`config.mk`:
```
export PLATFORM = sky130hd
export DESIGN_NAME = store_queue_commit
export DESIGN_NICKNAME = d
export VERILOG_FILES = /design/src/rtl/store_queue_commit_pkg.sv /design/src/rtl/stq_fwd_select.sv /design/src/rtl/store_queue_commit.sv
export SDC_FILE = /design/constraint.sdc
export NUM_CORES = 2
export LEC_CHECK = 0
export CORE_AREA = 2 2 343 345
export CTS_CLUSTER_DIAMETER = 60
export DETAILED_ROUTE_END_ITERATION = 10
export DIE_AREA = 0 0 345 347
export PLACE_DENSITY = 0.62
export SETUP_SLACK_MARGIN = 0.1
export SLEW_MARGIN = 5
export SYNTH_ARGS = -nofsm -noshare
export SYNTH_HDL_FRONTEND = slang
export SYNTH_SLANG_ARGS = --single-unit
```
`constraint.sdc`:
```
create_clock -name clk -period 16.4 [get_ports clk]
set_input_delay 3.28 -clock clk [delete_from_list [all_inputs] [get_ports clk]]
set_output_delay 3.28 -clock clk [all_outputs]
set_load 0.02 [all_outputs]
```
`src/rtl/store_queue_commit_pkg.sv`:
```
`default_nettype none
// ============================================================================
//  Module      : store_queue_commit_pkg
//  Description : Store-queue sizing defaults and LSU-facing record types
//                (queue entry, forwarding request/response) shared by the
//                store queue and its neighbours.
//  Revision    : 1.0 - initial release
// ============================================================================
package store_queue_commit_pkg;

    // Core-level store queue sizing; feeds the queue's DEPTH default.
    localparam int STQ_DEPTH    = 8;
    localparam int STQ_IDX      = $clog2(STQ_DEPTH);
    localparam int STQ_ROB_ID_W = 5;
    localparam int STQ_ADDR_W   = 32;
    localparam int STQ_DATA_W   = 32;
    localparam int STQ_MASK_W   = STQ_DATA_W / 8;

    // One store-queue slot as seen by the rest of the LSU.
    typedef struct packed {
        logic [STQ_ROB_ID_W-1:0] rob_id;
        logic                    addr_valid;
        logic [STQ_ADDR_W-1:0]   addr;
        logic [STQ_MASK_W-1:0]   mask;
        logic [STQ_DATA_W-1:0]   wdata;
    } stq_entry_t;

    // Load-side lookup into the store queue.
    typedef struct packed {
        logic                  valid;
        logic [STQ_ADDR_W-1:0] addr;
        logic [STQ_MASK_W-1:0] mask;
        logic [STQ_IDX:0]      age;
    } fwd_req_t;

    // Store-queue answer to a load lookup.
    typedef struct packed {
        logic [STQ_MASK_W-1:0] mask;
        logic [STQ_DATA_W-1:0] data;
        logic                  stall;
    } fwd_rsp_t;

endpackage
`default_nettype wire

```
`src/rtl/stq_fwd_select.sv`:
```
`default_nettype none
// ============================================================================
//  Module      : stq_fwd_select
//  Description : Stateless per-byte store-to-load forwarding pick. Walks the
//                entries from oldest (rd_ptr) towards ld_age so that a
//                younger matching store overrides an older one byte by byte.
//  Revision    : 1.0 - initial release
// ============================================================================
module stq_fwd_select
    import store_queue_commit_pkg::*;
#(
    parameter int DEPTH   = STQ_DEPTH,
    parameter int WADDR_W = 30,
    parameter int DATA_W  = 32,
    localparam int IDX    = $clog2(DEPTH),
    localparam int MASK_W = DATA_W / 8
) (
    input  logic                              ld_valid,
    input  logic [WADDR_W-1:0]                ld_waddr,
    input  logic [MASK_W-1:0]                 ld_mask,
    input  logic [IDX:0]                      ld_age,
    input  logic [IDX:0]                      rd_ptr,
    input  logic [DEPTH-1:0]                  addr_valid,
    input  logic [DEPTH-1:0][WADDR_W-1:0]     waddr,
    input  logic [DEPTH-1:0][MASK_W-1:0]      mask,
    input  logic [DEPTH-1:0][DATA_W-1:0]      wdata,
    output logic [MASK_W-1:0]                 fwd_mask,
    output logic [DATA_W-1:0]                 fwd_data,
    output logic                              fwd_stall
);

    logic [IDX:0]   w_span;
    logic [IDX-1:0] w_idx;

    // Age-ordered scan: span is measured from rd_ptr with the wrap flag, so
    // physical index order never decides age.
    always_comb begin
        fwd_mask  = '0;
        fwd_data  = '0;
        fwd_stall = 1'b0;
        w_span    = ld_age - rd_ptr;
        w_idx     = '0;
        for (int k = 0; k < DEPTH; k++) begin
            w_idx = rd_ptr[IDX-1:0] + k[IDX-1:0];
            if (ld_valid && ((IDX+1)'(k) < w_span)) begin
                if (!addr_valid[w_idx]) begin
                    fwd_stall = 1'b1;
                end else if (waddr[w_idx] == ld_waddr) begin
                    for (int b = 0; b < MASK_W; b++) begin
                        if (ld_mask[b] && mask[w_idx][b]) begin
                            fwd_mask[b]         = 1'b1;
                            fwd_data[8*b +: 8]  = wdata[w_idx][8*b +: 8];
                        end
                    end
                end
            end
        end
    end

endmodule
`default_nettype wire

```
`src/rtl/store_queue_commit.sv`:
```
`default_nettype none
// ============================================================================
//  Module      : store_queue_commit
//  Description : Circular store queue with three age regions: committed
//                [rd_ptr, cmt_ptr) draining to the DCache, speculative
//                [cmt_ptr, wr_ptr) awaiting retirement, and free. Flush drops
//                only the speculative region. Byte-wise forwarding to loads.
//  Revision    : 1.0 - initial release
// ============================================================================
module store_queue_commit
    import store_queue_commit_pkg::*;
#(
    parameter int DEPTH    = STQ_DEPTH,
    parameter int ROB_ID_W = STQ_ROB_ID_W,
    parameter int ADDR_W   = STQ_ADDR_W,
    parameter int DATA_W   = STQ_DATA_W,
    localparam int IDX     = $clog2(DEPTH),
    localparam int MASK_W  = DATA_W / 8
) (
    input  logic                clk,
    input  logic                rst_n,
    input  logic                flush,
    input  logic                enq_valid,
    input  logic [ROB_ID_W-1:0] enq_rob_id,
    output logic                enq_ready,
    output logic [IDX:0]        enq_ptr,
    input  logic                agu_valid,
    input  logic [IDX:0]        agu_ptr,
    input  logic [ADDR_W-1:0]   agu_addr,
    input  logic [MASK_W-1:0]   agu_mask,
    input  logic [DATA_W-1:0]   agu_wdata,
    output logic                cmt_ready,
    output logic [ROB_ID_W-1:0] cmt_rob_id,
    input  logic                cmt_valid,
    output logic                dmem_valid,
    input  logic                dmem_ready,
    output logic [ADDR_W-1:0]   dmem_addr,
    output logic [MASK_W-1:0]   dmem_wmask,
    output logic [DATA_W-1:0]   dmem_wdata,
    input  logic                ld_valid,
    input  logic [ADDR_W-1:0]   ld_addr,
    input  logic [MASK_W-1:0]   ld_mask,
    input  logic [IDX:0]        ld_age,
    output logic [MASK_W-1:0]   fwd_mask,
    output logic [DATA_W-1:0]   fwd_data,
    output logic                fwd_stall,
    output logic [IDX:0]        count
);

    localparam int           c_off_w   = $clog2(MASK_W);
    localparam int           c_waddr_w = ADDR_W - c_off_w;
    localparam logic [IDX:0] c_ptr_one = 1;

    logic [IDX:0]                        r_rd_ptr;
    logic [IDX:0]                        r_cmt_ptr;
    logic [IDX:0]                        r_wr_ptr;
    logic [DEPTH-1:0]                    r_addr_valid;
    logic [DEPTH-1:0][ROB_ID_W-1:0]      r_rob_id;
    logic [DEPTH-1:0][c_waddr_w-1:0]     r_waddr;
    logic [DEPTH-1:0][MASK_W-1:0]        r_mask;
    logic [DEPTH-1:0][DATA_W-1:0]        r_wdata;

    logic [IDX-1:0] w_rd_idx;
    logic [IDX-1:0] w_cmt_idx;
    logic [IDX-1:0] w_wr_idx;
    logic [IDX-1:0] w_agu_idx;
    logic           w_full;
    logic           w_enq_fire;
    logic           w_cmt_fire;
    logic           w_deq_fire;
    logic           w_agu_fire;
    logic [IDX:0]   w_agu_dist;
    logic [IDX:0]   w_spec_cnt;
    logic [IDX:0]   w_cmt_ptr_nxt;
    logic           w_unused_lsbs;

    assign w_rd_idx   = r_rd_ptr[IDX-1:0];
    assign w_cmt_idx  = r_cmt_ptr[IDX-1:0];
    assign w_wr_idx   = r_wr_ptr[IDX-1:0];
    assign w_agu_idx  = agu_ptr[IDX-1:0];

    assign w_full     = (r_wr_ptr[IDX-1:0] == r_rd_ptr[IDX-1:0]) &&
                        (r_wr_ptr[IDX] != r_rd_ptr[IDX]);
    assign enq_ready  = ~w_full & ~flush;
    assign w_enq_fire = enq_valid & enq_ready;

    // Commit head must hold a resolved address before the ROB may retire it.
    assign cmt_ready  = (r_cmt_ptr != r_wr_ptr) & r_addr_valid[w_cmt_idx];
    assign cmt_rob_id = r_rob_id[w_cmt_idx];
    assign w_cmt_fire = cmt_valid & cmt_ready;
    assign w_cmt_ptr_nxt = w_cmt_fire ? (r_cmt_ptr + c_ptr_one) : r_cmt_ptr;

    // AGU results land only in the speculative region; distances from
    // cmt_ptr keep the test wrap-safe.
    assign w_agu_dist = agu_ptr - r_cmt_ptr;
    assign w_spec_cnt = r_wr_ptr - r_cmt_ptr;
    assign w_agu_fire = agu_valid & ~flush & (w_agu_dist < w_spec_cnt);

    assign dmem_valid = (r_rd_ptr != r_cmt_ptr);
    assign w_deq_fire = dmem_valid & dmem_ready;
    assign dmem_addr  = {r_waddr[w_rd_idx], {c_off_w{1'b0}}};
    assign dmem_wmask = r_mask[w_rd_idx];
    assign dmem_wdata = r_wdata[w_rd_idx];

    assign enq_ptr    = r_wr_ptr;
    assign count      = r_wr_ptr - r_rd_ptr;

    // Byte offset bits do not take part in word matching or the drain address.
    assign w_unused_lsbs = ^{agu_addr[c_off_w-1:0], ld_addr[c_off_w-1:0]};

    // Pointer and address-valid bookkeeping; flush rewinds wr_ptr to the
    // post-commit boundary so a same-cycle retirement survives.
    always_ff @(posedge clk or negedge rst_n) begin
        if (!rst_n) begin
            r_rd_ptr     <= '0;
            r_cmt_ptr    <= '0;
            r_wr_ptr     <= '0;
            r_addr_valid <= '0;
        end else begin
            r_cmt_ptr <= w_cmt_ptr_nxt;
            if (flush) begin
                r_wr_ptr <= w_cmt_ptr_nxt;
            end else if (w_enq_fire) begin
                r_wr_ptr <= r_wr_ptr + c_ptr_one;
            end
            if (w_deq_fire) begin
                r_rd_ptr <= r_rd_ptr + c_ptr_one;
            end
            if (w_enq_fire) begin
                r_addr_valid[w_wr_idx] <= 1'b0;
            end
            if (w_agu_fire) begin
                r_addr_valid[w_agu_idx] <= 1'b1;
            end
            if (w_deq_fire) begin
                r_addr_valid[w_rd_idx] <= 1'b0;
            end
        end
    end

    // Entry payload; qualified by the control fields above, so no reset.
    always_ff @(posedge clk) begin
        if (w_enq_fire) begin
            r_rob_id[w_wr_idx] <= enq_rob_id;
        end
        if (w_agu_fire) begin
            r_waddr[w_agu_idx] <= agu_addr[ADDR_W-1:c_off_w];
            r_mask[w_agu_idx]  <= agu_mask;
            r_wdata[w_agu_idx] <= agu_wdata;
        end
    end

    stq_fwd_select #(
        .DEPTH   (DEPTH),
        .WADDR_W (c_waddr_w),
        .DATA_W  (DATA_W)
    ) u_fwd_select (
        .ld_valid   (ld_valid),
        .ld_waddr   (ld_addr[ADDR_W-1:c_off_w]),
        .ld_mask    (ld_mask),
        .ld_age     (ld_age),
        .rd_ptr     (r_rd_ptr),
        .addr_valid (r_addr_valid),
        .waddr      (r_waddr),
        .mask       (r_mask),
        .wdata      (r_wdata),
        .fwd_mask   (fwd_mask),
        .fwd_data   (fwd_data),
        .fwd_stall  (fwd_stall)
    );

    // Retiring a store the queue has not offered is a protocol error.
    a_cmt_legal: assert property (@(posedge clk) disable iff (!rst_n)
                                  cmt_valid |-> cmt_ready);

endmodule
`default_nettype wire

```
==> results.cfg <==
[power]
power_frac_comb = 0.681
p_int_mw = 6.06
switchingPower_mw = 5.37
ir_drop_v = 0.000233
sw_frac_of_total = 0.470
power.density_nw_per_um2 = 219
seqPwrFrac = 0.168
leakagePower_nw = 17.6
pwr-share-clk = 0.152

[synth]
ys.flop_type = edfxtp_1
yosys-top-cells-area = edfxtp_1 37%, mux4_2 26%, mux2i_1 6.1%
synth-seq-area-share = 0.381
avgSynthCellArea_um2 = 12.5
async_flop_share = 0.0340
synth_top_area_cell = edfxtp_1
yosys_warnings = 0
netlist.area_leader.share = 0.370
synth_cell_types = 91
synth-edff-count = 568
synthCells = 3676
ys_ff_latch = 588
synthesis.area_um2 = 46100

[cells_and_area]
area_delta_synth_final_pct = 13.0
nets = 3918
post-route-util = 0.450
layout_commonest_cell = nand2_1
fillerInstances = 10400
design_area_um2 = 52100
final_cell_mix = 589 x nand2_1, 568 x edfxtp_1, 538 x mux4_2, 281 x mux2i_1, 239 x clkdlybuf4s50_1
drive_gt1_frac = 0.215
final_cells = 5355

[floorplanning]
die_area_um2 = 120000
io_pins = 246
start_util = 0.398
die_w_um = 345
die_h_um = 347
rows = 125
core_um2 = 116000

[clock_tree]
cts_setup_buffers = 0
hold_buffers = 0
htree_levels = 3
clk_latency_ps = 680
cts.sinks = 588
clk_pin_slew_ps = 60
cts-buffers-inserted = 74
clockBufferDepth = 3
cts_tree = yes
cts_root_buf = clkbuf_16
cts-resized-gates = 0

[routing]
drc = 0
drt-initial-drc-count = 4620
drt-pass1-iter-count = 6
vias = 35400
post_drt_via_cell_ratio = 6.62
postRouteWirelength_um = 161000
ant_nets = 0
routedWlPerCell_um = 30.0

[grt]
grt_max_degree = 135
grt_pass1_wl_um = 231000
grt-ovfl-total = 0
met2_usage = 0.400
use_met1 = 0.358
track_usage = 0.262
grt_antenna_before_repair = 22
grt_pass1_vias = 32900
top_usage_layer = met2
use_met3 = 0.0613

[timing]
min_period_ps = 12770
worstMarginPinSlew_ps = 1310
period_share = 0.779
tns_ps = 0
skew_ps = 44.6
hold_viol = 0
relSlewSlack = 0.102
setup_violations = 0
fmax_mhz = 78.3
drv_slew = 0
rsz0062_at_grt = no

[setup_path]
cp.arrival_ps = 9490
worstSetupStartpointType = input port
slowest_stage = a2111oi_0
end_kind = output port
cp_data_required_time_ps = 13120
crit_type = input port to output port
reg2regPathDepth = 13
critPathMaxFanout = 8
critical-path-max-stage-delay_ps = 1090
crit_chain = clkdlybuf4s50_1, inv_1, or3_1, a2111oi_0, nand4_1, nor4_1, o21ai_2, o221ai_1, a311oi_1, o221ai_1, clkdlybuf4s50_1

[placement]
finalWeightedCongestion = 1.02
placed_cell_area_um2 = 49500
port_buffers = 239
dpl.cell_count = 5214
dp_hpwl_um = 110000

[min_path]
worstHoldPathType = flop to flop
whs_path_depth = 1

[outcome]
outcome = finished clean

[flow_run]
maxCapViolCount = 0
==> path summary, 6_finish.rpt <==
| check | from | end | slack [ps] |
|---|---|---|---|
| min in group asynchronous | rst_n | r_cmt_ptr[1]$_DFF_PN0_ | 3190 |
| setup reg to reg | r_cmt_ptr[0]$_DFF_PN0_ | r_wdata[47]$_DFFE_PP_ | 11310 |
| setup / recovery | ld_addr[30] | fwd_data[25] | 3630 |
| hold / removal | r_rd_ptr[3]$_DFFE_PN0P_ | r_rd_ptr[3]$_DFFE_PN0P_ | 590 |
| hold reg to reg | r_rd_ptr[3]$_DFFE_PN0P_ | r_rd_ptr[3]$_DFFE_PN0P_ | 590 |
| max in group asynchronous | rst_n | r_rd_ptr[0]$_DFFE_PN0P_ | 12470 |
==> state kept, by name, summed over array words and instances (netlist names) <==
register,cells
enq_ptr,4
r_addr_valid,8
r_cmt_ptr,4
r_mask,32
r_rd_ptr,4
r_rob_id,40
r_waddr,240
r_wdata,256
==> power by group through the flow <==
| stage | Sequential [mW] | Clock (mW) | Combinational, mW |
|---|---|---|---|
| 6_report | 1.91 | 1.73 | 7.78 |
| 5_1_grt | 1.93 | 1.81 | 8.21 |
| 4_1_cts | 1.91 | 1.75 | 7.68 |
| 3_5_place_dp | 1.94 | 0 | 7.64 |
| 3_3_place_gp | 1.94 | 0 | 7.61 |
| 2_1_floorplan | 1.83 | 0 | 5.72 |
==> cells by family after synthesis <==
logic type / synth area share
xor+xnor: 0.0491
simple gates: 0.107
other cells: 0.0000813
fa+ha+maj: 0.00798
compound gates: 0.0741
flops: 0.381
buf+inv: 0.0427
mux: 0.339
==> metal layers <==
metal / vias to the layer above / part of all wire
met3: 342 / 0.11
li1: 14800 / -
met2: 2180 / 0.46
met1: 18100 / 0.39
met5: - / 0.0011
met4: 28 / 0.043
==> Yosys cell counts, types with 8 or more instances <==
cell	n
a2111oi_0	17
clkbuf_1	91
and3_1	29
o22ai_1	47
nand2_1	589
nor2_1	173
o211ai_1	28
inv_1	76
buf_2	85
and2_1	23
buf_4	43
a31o_2	8
buf_6	31
ha_1	23
nand3b_1	10
nand3_1	58
xnor2_1	205
a211oi_1	12
nor3b_1	11
or3_1	17
buf_1	44
a21oi_1	84
a31oi_1	38
nand4_1	41
mux2i_1	281
dfrtp_1	20
nand2b_1	21
xor2_1	50
a221oi_1	22
nand4b_1	10
o221ai_1	30
a21o_1	10
a22oi_1	18
nor2b_1	9
nor3_1	36
mux4_1	11
mux2_2	36
o2111ai_1	8
a311oi_1	11
a21boi_0	14
nor4_1	17
edfxtp_1	568
mux4_2	538
a22o_1	16
o21ai_0	51
==> worst max-delay path, delay by kind of cell <==
family          cells  cell delay (ps)
simple gates        3             2360
buf+inv             3             1610
compound gates      5             2210
==> metrics by stage <==
stage	power, mW	hold slack, ps	setup slack, ps
detailed placement	9.58	581	3860
global placement	9.54	575	3990
floorplan	7.55	535	6490
finish	11.4	591	3630
CTS	11.3	589	3860
global route	11.9	602	3630
==> area by class of cell <==
type | instances | area (um2) | share of cell area
well taps | 1524 | 1910 | 0.0366
inverters | 83 | 314 | 0.00603
clock buffers | 85 | 1920 | 0.0369
multi-input cells | 2709 | 26800 | 0.513
flip-flops and latches | 588 | 17600 | 0.337
clock inverters | 52 | 681 | 0.0131
diodes | 4 | 10.0 | 0.000192
repair buffers | 310 | 2960 | 0.0568
Note: power is estimated with default switching activity, not from simulation.
